--- src/rtl/prog_scheduler.sv ---
// prog_scheduler: run sequencer and round-robin arbiter in front of the single-cycle processor.
// A host is granted, the processor is held in init, then started. The block waits for
// the processor's done flag under a cycle-count watchdog and reports status back to that host.
//
// Ports:
//   clk           system clock, rising edge
//   reset         synchronous active-low block reset
//   host_req      per-host run request (level, held until host_done)
//   host_grant    one-hot owner of the current run, 0 when idle
//   host_done     one-cycle completion pulse to the granted host
//   host_timeout  qualifies host_done: 1 = watchdog expired, 0 = processor halted
//   cycle_count   run length of the last completed run
//   busy          high in every state except idle
//   prog_reset    active-high init to the processor
//   prog_req      start request to the processor
//   prog_ack      processor done (halt) flag
module prog_scheduler #(
    parameter int unsigned NREQ        = 4,
    parameter int unsigned CW          = 16,
    parameter int unsigned TIMEOUT     = 4000,
    parameter int unsigned INIT_CYCLES = 2
) (
    input  logic            clk,
    input  logic            reset,
    input  logic [NREQ-1:0] host_req,
    output logic [NREQ-1:0] host_grant,
    output logic [NREQ-1:0] host_done,
    output logic            host_timeout,
    output logic [CW-1:0]   cycle_count,
    output logic            busy,
    output logic            prog_reset,
    output logic            prog_req,
    input  logic            prog_ack
);

    localparam int unsigned PW = (NREQ > 1) ? $clog2(NREQ) : 1;
    localparam int unsigned IW = $clog2(INIT_CYCLES + 1);

    typedef enum logic [2:0] {StIdle, StInit, StStart, StRun, StDone} state_e;

    state_e          state_q, state_d;
    logic [PW-1:0]   ptr_q, ptr_d;
    logic [PW-1:0]   idx_q, idx_d;
    logic [NREQ-1:0] grant_q, grant_d;
    logic            timeout_q, timeout_d;
    logic [CW-1:0]   cnt_q, cnt_d;
    logic [CW-1:0]   count_q, count_d;
    logic [IW-1:0]   init_q, init_d;
    logic [CW-1:0]   cnt_inc;

    logic            pick_found;
    logic [PW-1:0]   pick_j;
    logic [PW-1:0]   pick_idx;
    logic [NREQ-1:0] pick_onehot;

    assign cnt_inc = cnt_q + 1'b1;

    // First requester at or above the pointer, wrapping at NREQ.
    always_comb begin
        pick_found  = 1'b0;
        pick_j      = '0;
        pick_idx    = '0;
        pick_onehot = '0;
        for (int unsigned i = 0; i < NREQ; i++) begin
            pick_j = PW'((32'(ptr_q) + i) % NREQ);
            if (!pick_found && host_req[pick_j]) begin
                pick_found  = 1'b1;
                pick_idx    = pick_j;
                pick_onehot = NREQ'(1) << pick_j;
            end
        end
    end

    always_comb begin
        state_d   = state_q;
        ptr_d     = ptr_q;
        idx_d     = idx_q;
        grant_d   = grant_q;
        timeout_d = timeout_q;
        cnt_d     = cnt_q;
        count_d   = count_q;
        init_d    = init_q;
        unique case (state_q)
            StIdle: begin
                grant_d = '0;
                if (pick_found) begin
                    grant_d = pick_onehot;
                    idx_d   = pick_idx;
                    init_d  = '0;
                    state_d = StInit;
                end
            end
            StInit: begin
                if (init_q == IW'(INIT_CYCLES - 1)) begin
                    state_d = StStart;
                end else begin
                    init_d = init_q + 1'b1;
                end
            end
            StStart: begin
                cnt_d   = '0;
                state_d = StRun;
            end
            StRun: begin
                cnt_d = cnt_inc;
                // Ack wins over the watchdog when both land in the same cycle.
                if (prog_ack) begin
                    count_d   = cnt_inc;
                    timeout_d = 1'b0;
                    state_d   = StDone;
                end else if (cnt_inc == CW'(TIMEOUT)) begin
                    count_d   = CW'(TIMEOUT);
                    timeout_d = 1'b1;
                    state_d   = StDone;
                end
            end
            StDone: begin
                grant_d   = '0;
                timeout_d = 1'b0;
                ptr_d     = (idx_q == PW'(NREQ - 1)) ? '0 : idx_q + 1'b1;
                state_d   = StIdle;
            end
            default: state_d = StIdle;
        endcase
    end

    always_ff @(posedge clk) begin
        if (!reset) begin
            state_q   <= StIdle;
            ptr_q     <= '0;
            idx_q     <= '0;
            grant_q   <= '0;
            timeout_q <= 1'b0;
            cnt_q     <= '0;
            count_q   <= '0;
            init_q    <= '0;
        end else begin
            state_q   <= state_d;
            ptr_q     <= ptr_d;
            idx_q     <= idx_d;
            grant_q   <= grant_d;
            timeout_q <= timeout_d;
            cnt_q     <= cnt_d;
            count_q   <= count_d;
            init_q    <= init_d;
        end
    end

    // Moore decodes of the registered state.
    assign host_grant   = grant_q;
    assign host_done    = (state_q == StDone) ? grant_q : '0;
    assign host_timeout = timeout_q;
    assign cycle_count  = count_q;
    assign busy         = (state_q != StIdle);
    assign prog_reset   = (state_q == StIdle) || (state_q == StInit);
    assign prog_req     = (state_q == StStart);

endmodule

--- config.mk ---
export PLATFORM = sky130hd
export DESIGN_NAME = prog_scheduler
export DESIGN_NICKNAME = d
export VERILOG_FILES = /design/src/rtl/prog_scheduler.sv
export SDC_FILE = /design/constraint.sdc
export NUM_CORES = 1
export LEC_CHECK = 0
export ABC_AREA = 1
export CORE_MARGIN = 2
export CORE_UTILIZATION = 55
export CTS_BUF_LIST = sky130_fd_sc_hd__clkbuf_4
export DETAILED_ROUTE_END_ITERATION = 10
export GPL_ROUTABILITY_DRIVEN = 0
export GPL_TIMING_DRIVEN = 0
export HOLD_SLACK_MARGIN = 0.12
export PLACE_DENSITY_LB_ADDON = 0.12
export SLEW_MARGIN = 15
export SYNTH_ARGS = -nofsm -noshare
export SYNTH_HDL_FRONTEND = slang
export SYNTH_SLANG_ARGS = --single-unit
--- constraint.sdc ---
create_clock -name clk -period 2.54 [get_ports clk]
set_clock_uncertainty 0.1 [all_clocks]
set_input_delay 0.254 -clock clk [delete_from_list [all_inputs] [get_ports clk]]
set_output_delay 0.254 -clock clk [all_outputs]
set_load 0.02 [all_outputs]
==> impl_metrics.tcl, run 1 <==
set metrics [dict create \
    worstPathRequired_ns 2.19 \
    cts-htree-levels 2 \
    die-area_um2 5580 \
    syn_avg_cell_area_um2 6.72 \
    cap_viol_max_count 0 \
    firstDrtPassIters 4 \
    multi_input_area_um2 1590 \
    utilization_pct 68.5 \
    grt_pass1_wl_mm 10.4 \
    drc 0 \
    ys_types 30 \
    vias 2680 \
    path_class "reg -> out" \
    ir_worst_vdd_mv 0.289 \
    worst_hold_path_type "reg -> reg" \
    avgRoutedWirePerCell_um 12.1 \
    dp.cells 510 \
    p_leak_nw 1.30 \
    routed_wl_mm 6.25 \
    areaGrowthSynthToFinish_pct 19.2 \
    initial_core_util_pct 57.4 \
    cts.root.buffer_cell "clkbuf_4" \
    synthArstFlopShare_pct 0 \
    synth_seq_cells 46 \
    fillers 442 \
    synth.mux.area_fraction_pct 0 \
    tightest_slew_ns 0.586 \
    nets 469 \
    synthAdderAreaFrac_pct 5.46 \
    holdBufCountCts 0 \
    worstPathArrival_ns 2.05 \
    grtUsageTotal_pct 23.7 \
    path_max_fanout 8 \
    row_count 25 \
    synth.cell_area_um2 2750 \
    fp.coreArea_um2 4790 \
    cts_tree "yes" \
    synth_warnings 0 \
    clk_path_buf_depth 2 \
    viasPerCell 5.17 \
    period_share_pct 94.5 \
    grt_max_degree 15 \
    ys.flop_type "dfxtp_1" \
    cp-start-kind "register" \
    max_freq_mhz 417 \
    post-cts-setup-buffer-count 0 \
    rsz0062_at_grt "no" \
    first_iter_violations 136 \
    synth.net_count 428 \
    setup_viol 0 \
    portBuffers 34 \
    yosysSeqAreaShare_pct 33.5 \
    overflow 0 \
    die_y_um 74.7 \
    post_cts_resized 0 \
    clock_latency_ns 0.36 \
    antenna_found_initial 0 \
    final_cell_count_no_fill 518 \
    ant_nets 0 \
    area.sequential_um2 923 \
    hpwlAfterDp_mm 4.76 \
    cp-end-kind "output pin" \
    synth-edff-count 0 \
    max-slew-margin-rel_pct 61.0 \
    die_width_um 74.7 \
    cts.sinks 46 \
    whs_ns 0.379 \
    startpoint "state_q[1]" \
    antennaDiodeCount 0 \
    yosys.area_share.simple_pct 34.4 \
    hp-start "cycle_count[1]" \
    r2r_start "cnt_q[0]" \
    synth_xor_area_share_pct 1.27 \
    drive_gt1_share_pct 9.31 \
    status "completed" \
    post-route-min-period_ns 2.40 \
    ios 35 \
    postSynthCellCount 409 \
    maxSlewViolCount 0 \
    synth_top_family_by_area "simple AND/OR/NAND/NOR gates" \
    fin_tns_setup_ns 0 \
    path_clk_slew_ns 0.13 \
    cts_inserted_buffers 5 \
    grt_pass1_vias 2372 \
    synth_compound_area_share_pct 16.2 \
    p_per_area_nw_per_um2 481 \
    hold_viol_final 0 \
]
-- registers in the layout (all words and copies together) (netlist names) --
name / count
ptr_q: 2
host_grant: 4
state_q: 3
idx_q: 2
init_q: 2
cycle_count: 16
cnt_q: 16
host_timeout: 1
-- final timing paths --
check / end / cells after the start / slack, ns
setup / recovery: host_done[1] / 6 / 0.14
hold / removal: cycle_count[1] / 2 / 0.38
setup reg to reg: cycle_count[13] / 13 / 0.25
hold reg to reg: cycle_count[1] / 2 / 0.38
-- cell families after synthesis --
| family | count (synthesis) |
|---|---|
| xor gates and xnor gates | 4 |
| AOI/OAI and AO/OA | 68 |
| buffers and inverters | 63 |
| and+or+nand+nor | 216 |
| adders and majority gates | 12 |
| DFF | 46 |
-- layout make-up --
class / instances / area share (%)
multi-input combinational: 300 / 48.4
sequential: 46 / 28.2
timing repair buffer: 34 / 10.6
inverter: 54 / 6.19
tap: 67 / 2.56
buffer: 9 / 1.57
clock buffer: 6 / 1.37
clock inverter: 2 / 1.15
-- synth_stat cells, types with 2 or more instances --
master	instances	area, µm²
clkbuf_1	7	26.3
nand2_1	118	443
o21ai_1	3	15.0
ha_1	12	150
a21oi_1	31	155
nor3_1	2	10.0
nor2_4	3	33.8
xnor2_1	3	26.3
inv_2	2	7.51
nor2_1	40	150
nand3_1	31	155
a21oi_4	7	114
dfxtp_1	46	921
a21oi_2	2	17.5
inv_1	51	191
nand4_1	6	37.5
nand2_2	6	37.5
a22oi_1	4	30.0
o21ai_0	18	90.1
nor2_2	5	31.3
nand3b_1	2	15.0
nand3_2	2	20.0
-- critical path: stages (launching register included) --
cell	delay, ns
dfxtp_1	0.36
nor2_2	0.19
inv_1	0.14
nor2_1	0.13
inv_1	0.15
nor2_1	0.12
clkdlybuf4s50_1	0.61
-- layer usage --
metal	wire (µm)	track usage, %
met1	3050	31.4
met2	2850	39.9
met3	278	4.55
met4	79	5.95
met5	0	0
-- placed cells by master, fill, tap and decap left out, drive strengths merged --
master and n:
a21oi 40, a22oi 4, buf 2, bufinv 1, clkbuf 13, clkdlybuf4s50 31
clkinv 1, clkinvlp 1, dfxtp 46, dlymetal6s2s 3, ha 12, inv 53
nand2 125, nand3 33, nand3b 2, nand4 6, nor2 48, nor3 2
o211ai 1, o21a 1, o21ai 21, o21bai 1, xnor2 3, xor2 1
-- power breakdown --
part           internal (W)  total [W]  switching, W
registers          0.000756   0.000781     0.0000255
clock network      0.000218   0.000459      0.000241
logic              0.000123   0.000337      0.000214
-- per-stage QoR --
step / instance area (µm²) / setup slack (ns) / power, W
6_report: 3280 / 0.140 / 0.00158
5_1_grt: 3280 / 0.00386 / 0.00165
4_1_cts: 3260 / 0.0344 / 0.00158
3_5_place_dp: 3170 / 0.140 / 0.00113
3_3_place_gp: 3170 / 0.195 / 0.00112
2_1_floorplan: 2750 / 0.497 / 0.00102
Note: power is estimated with default switching activity, not from simulation.
==> inputs of run 2 (changes only) <==
--- a/config.mk
+++ b/config.mk
@@ -7,14 +7,14 @@
 export LEC_CHECK = 0
 export ABC_AREA = 1
 export CORE_MARGIN = 2
-export CORE_UTILIZATION = 55
+export CORE_UTILIZATION = 57
 export CTS_BUF_LIST = sky130_fd_sc_hd__clkbuf_4
 export DETAILED_ROUTE_END_ITERATION = 10
 export GPL_ROUTABILITY_DRIVEN = 0
 export GPL_TIMING_DRIVEN = 0
 export HOLD_SLACK_MARGIN = 0.12
 export PLACE_DENSITY_LB_ADDON = 0.12
-export SLEW_MARGIN = 15
+export SLEW_MARGIN = 20
 export SYNTH_ARGS = -nofsm -noshare
 export SYNTH_HDL_FRONTEND = slang
 export SYNTH_SLANG_ARGS = --single-unit
==> impl_metrics.tcl, run 2 (same netlist as run 1, synthesis figures left out) <==
set metrics [dict create \
    multi_input_area_um2 1590 \
    maxSlewViolCount 0 \
    path_class "reg -> out" \
    cp-start-kind "register" \
    avgRoutedWirePerCell_um 12.7 \
    post-cts-setup-buffer-count 0 \
    portBuffers 34 \
    hold_viol_final 0 \
    worst_hold_path_type "reg -> reg" \
    worstPathRequired_ns 2.19 \
    routed_wl_mm 6.40 \
    p_leak_nw 1.25 \
    firstDrtPassIters 5 \
    cts_inserted_buffers 5 \
    nets 469 \
    clk_path_buf_depth 2 \
    ios 35 \
    path_clk_slew_ns 0.15 \
    die_y_um 73.4 \
    clock_latency_ns 0.37 \
    ant_nets 0 \
    cts_tree "yes" \
    rsz0062_at_grt "no" \
    pre_cts_ws_ns 0.152 \
    post-route-min-period_ns 2.43 \
    worstPathCellList "nor2_2, inv_1, nor2_1, inv_1, nor2_1, clkdlybuf4s50_1" \
    die_width_um 73.4 \
    fin_tns_setup_ns 0 \
    worst_slack_ns 0.106 \
    final_common_cell "nand2_1" \
    finalPower_w 0.00158 \
    grt_pass1_vias 2469 \
    cts.sinks 46 \
    status "completed" \
    area.sequential_um2 926 \
    first_iter_violations 184 \
    grt_pass1_wl_mm 10.7 \
    fillers 447 \
    cp_slowest_stage_delay_ns 0.61 \
    viasPerCell 5.40 \
    cp_num_buf_inv 3 \
    drive_gt1_share_pct 9.31 \
    setup_viol 0 \
    vias 2726 \
    antenna_found_initial 0 \
    cp_slowest_cell "clkdlybuf4s50_1" \
    cts-htree-levels 2 \
    path_max_fanout 8 \
    cap_viol_max_count 0 \
    layout_common_cells "118 x nand2_1, 51 x inv_1, 44 x dfxtp_1, 39 x nor2_1, 34 x clkdlybuf4s50_1" \
    overflow 0 \
    tightest_slew_ns 0.544 \
    areaGrowthSynthToFinish_pct 18.4 \
    post_cts_resized 0 \
    worstPathArrival_ns 2.08 \
    drc 0 \
    grt_max_degree 16 \
    max-slew-margin-rel_pct 63.4 \
    cp_top_family "buffers and inverters" \
    p_per_area_nw_per_um2 485 \
    holdBufCountCts 0 \
    cp-end-kind "output pin" \
    row_count 25 \
    period_share_pct 95.8 \
    ir_worst_vdd_mv 0.298 \
    initial_core_util_pct 58.6 \
    cts.root.buffer_cell "clkbuf_4" \
    die-area_um2 5390 \
    grtUsageTotal_pct 25.2 \
    antennaDiodeCount 0 \
    whs_ns 0.375 \
    fp.coreArea_um2 4690 \
    hpwlAfterDp_mm 4.78 \
    max_freq_mhz 411 \
]
==> run 2: cell types whose count changed in the layout (fill, tap and decap cells not counted), sizes merged <==
| cell | change |
|---|---|
| clkdlybuf4s50 | +3 |
| clkinv | +1 |
| inv | +1 |
| clkbuf | -1 |
| dlymetal6s2s | -3 |
| clkinvlp | -1 |
==> run 2: final timing paths <==
path	start	end	slack, ns	depth (start not counted)
max reg2reg	cnt_q[1]	cycle_count[13]	0.16	13
max	state_q[1]	host_done[2]	0.11	6
min	cycle_count[0]	cycle_count[0]	0.37	2
min reg2reg	cycle_count[0]	cycle_count[0]	0.37	2
==> run 2: layout make-up <==
cell class                 count  area share [%]
buffer                         9            1.58
inverter                      54            6.23
clock inverter                 3            1.35
tap                           54            2.08
multi-input combinational    300            48.7
timing repair buffer          34            10.5
clock buffer                   5            1.15
sequential                    46            28.5
==> run 2: where the power goes <==
group	internal [W]	switching [W]	leakage [nW]
Sequential	0.000755	0.0000250	0.374
Clock	0.000209	0.000253	0.0456
Combinational	0.000124	0.000214	0.827
Total	0.00109	0.000492	1.25
==> run 2: tightest hold or removal path, stage by stage, from the launching register on <==
cell	delay [ns]
dfxtp_1	0.34
nand2_1	0.06
a21oi_1	0.05
==> run 2: layer usage <==
layer / vias to the layer above / routed length, µm / track usage, %
met5: - / 0 / 0
met4: 0 / 117 / 8.48
met3: 13 / 428 / 4.53
met2: 102 / 2950 / 40.9
met1: 1225 / 2910 / 33.8
li1: 1386 / - / -
==> run 2: stage by stage <==
stage,area (µm²),util [%],instances
floorplan,2750,-,409
global placement,3160,67.3,497
detailed placement,3160,67.3,497
CTS,3240,69.0,505
global route,3250,69.4,505
finish,3250,69.4,505
==> inputs of run 3 (changes only) <==
--- a/config.mk
+++ b/config.mk
@@ -6,8 +6,10 @@
 export NUM_CORES = 1
 export LEC_CHECK = 0
 export ABC_AREA = 1
+export CELL_PAD_IN_SITES_DETAIL_PLACEMENT = 1
+export CELL_PAD_IN_SITES_GLOBAL_PLACEMENT = 1
 export CORE_MARGIN = 2
-export CORE_UTILIZATION = 57
+export CORE_UTILIZATION = 41
 export CTS_BUF_LIST = sky130_fd_sc_hd__clkbuf_4
 export DETAILED_ROUTE_END_ITERATION = 10
 export GPL_ROUTABILITY_DRIVEN = 0
==> constraint.sdc (replaced) <==
create_clock -name clk -period 2.54 [get_ports clk]
set_clock_uncertainty 0.1 [all_clocks]
set_input_delay 0.762 -clock clk [delete_from_list [all_inputs] [get_ports clk]]
set_output_delay 0.762 -clock clk [all_outputs]
set_load 0.02 [all_outputs]
==> impl_metrics.tcl, run 3 (same netlist as run 1, synthesis figures left out) <==
set metrics [dict create \
    hp-start "cycle_count[12]" \
    max_freq_mhz 411 \
    ff2ff_path_depth 9 \
    antennaDiodeCount 0 \
    grt_use_met3_pct 3.37 \
    worstPathCellList "inv_1, nand2_1, clkdlybuf4s50_1" \
    r2r_start "ptr_q[0]" \
    ios 35 \
    p_leak_nw 1.24 \
    worst_hold_path_type "reg -> reg" \
    holdBufCountCts 0 \
    cap_viol_max_count 0 \
    whs_ns 0.378 \
    cts_tree "yes" \
    rsz0062_at_grt "no" \
    timing.reg2reg.setup_slack_ns 0.21 \
    areaGrowthSynthToFinish_pct 18.4 \
    firstDrtPassIters 7 \
    setup_viol 0 \
    clock_latency_ns 0.38 \
    die-area_um2 7380 \
    overflow 0 \
    grtUsageMet2_pct 39.5 \
    vias 2755 \
    cp_slowest_cell "clkdlybuf4s50_1" \
    status "finished with violations" \
    post-cts-setup-buffer-count 0 \
    power_frac_seq_pct 51.6 \
    post-route-min-period_ns 2.43 \
    avgRoutedWirePerCell_um 14.8 \
    routed_wl_mm 7.81 \
    top_usage_layer "met2" \
    path_class "reg -> out" \
    hpwlAfterDp_mm 6.00 \
    grt_max_degree 17 \
    cts_inserted_buffers 5 \
    cp_slowest_stage_delay_ns 0.60 \
    cp-start-kind "register" \
    ir_worst_vdd_mv 0.263 \
    violations "design-rule violations" \
    grt_pass1_vias 2925 \
    worstPathRequired_ns 1.68 \
    cts.root.buffer_cell "clkbuf_4" \
    fp.coreArea_um2 6420 \
    die_width_um 85.9 \
    clkPwrFrac_pct 25.2 \
    antenna_found_initial 0 \
    grtUsageTotal_pct 22.9 \
    holdPathStages 2 \
    switching_power_w 0.000529 \
    reg2reg_to "host_grant[3]" \
    fillers 857 \
    layout_common_cells "118 x nand2_1, 49 x inv_1, 41 x dfxtp_1, 38 x nor2_1" \
    finalInstanceArea_um2 3260 \
    post_dp_cell_area_um2 3190 \
    path_max_fanout 5 \
    ant_nets 0 \
    hold_viol_final 0 \
    portBuffers 34 \
    max-slew-margin-rel_pct 60.8 \
    final_common_cell "nand2_1" \
    path_clk_slew_ns 0.16 \
    cts.sinks 46 \
    first_iter_violations 121 \
    drc 1 \
    min_to "cycle_count[12]" \
    period_share_pct 95.8 \
    met1_usage_pct 29.7 \
    cts-htree-levels 2 \
    grt_pass1_wl_mm 13.7 \
    p_sw_share_pct 34.8 \
    worstPathArrival_ns 1.57 \
    drive_gt1_share_pct 11.5 \
    p_per_area_nw_per_um2 467 \
    p_int_w 0.000992 \
    viasPerCell 5.22 \
    die_y_um 85.9 \
    clk_path_buf_depth 2 \
    maxSlewViolCount 0 \
    p_comb_share_pct 23.3 \
    tightest_slew_ns 0.583 \
    cp-end-kind "output pin" \
    initial_core_util_pct 42.8 \
    row_count 29 \
    nets 469 \
]
[run 3: cell count changes in the layout (fill, tap and decap cells not counted), sizes merged]
cell           delta
clkinv            -1
bufinv            -1
dlygate4sd2       +1
buf               +4
clkinvlp          +2
clkdlybuf4s50     -5
[run 3: final cells by class]
class                           count  area (µm²)  share of cell area (%)
Tap cell                           77        96.3                    2.96
Clock buffer                        5        37.5                    1.15
Buffer                              9        51.3                    1.58
Timing Repair Buffer               34         319                    9.80
Multi-Input combinational cell    300        1600                    49.1
Clock inverter                      3        23.8                   0.730
Sequential cell                    46         927                    28.5
Inverter                           54         203                    6.23
[run 3: worst max-delay path by stage]
stage / slack [ns] / endpoint / start / depth (start not counted)
6_report: 0.11 / busy / state_q[2] / 3
5_1_grt: 0.008 / idx_q[0] / host_req[0] / 14
4_1_cts: 0.02 / host_done[3] / state_q[0] / 6
3_5_place_dp: -0.27 / init_q[0] / host_req[0] / 14
3_3_place_gp: -0.16 / init_q[0] / host_req[0] / 14
2_1_floorplan: 0.50 / init_q[0] / ptr_q[0] / 12
[run 3: metal layers]
layer	part of all wire (%)	vias to the layer above
met2	48	62
met4	2.3	0
li1	-	1381
met3	3.9	14
met5	0	-
met1	46	1298
[run 3: critical path: cells and delay by family, from the launching register on]
kind / cells / cell delay, ns
AND/OR/NAND/NOR: 1 / 0.09
buffers and inverters: 2 / 0.72
flip-flops: 1 / 0.40
[run 3: through the flow]
stage	cells	power, W	setup TNS [ns]	worst slack (ns)	util (%)
after floorplan	409	0.00102	0	0.497	-
after global placement	520	0.00113	-1.15	-0.160	49.6
after detailed placement	520	0.00114	-2.32	-0.269	49.6
after CTS	528	0.00153	0	0.0247	50.8
after global routing	528	0.00161	0	0.00764	50.7
final	528	0.00152	0	0.108	50.7
[run 3: power groups by stage]
stage / combinational [W] / clock (W) / sequential [W]
after floorplan: 0.000217 / 0 / 0.000805
after detailed placement: 0.000348 / 0 / 0.000797
after global placement: 0.000337 / 0 / 0.000795
after global routing: 0.000396 / 0.000420 / 0.000789
final: 0.000354 / 0.000383 / 0.000785
after CTS: 0.000352 / 0.000393 / 0.000784
[run 3: timing repair]
item,4_1_cts,5_1_grt
resized for setup,18,13
cloned,0,0
endpoints found under the setup margin,7,24
pin swaps,0,1
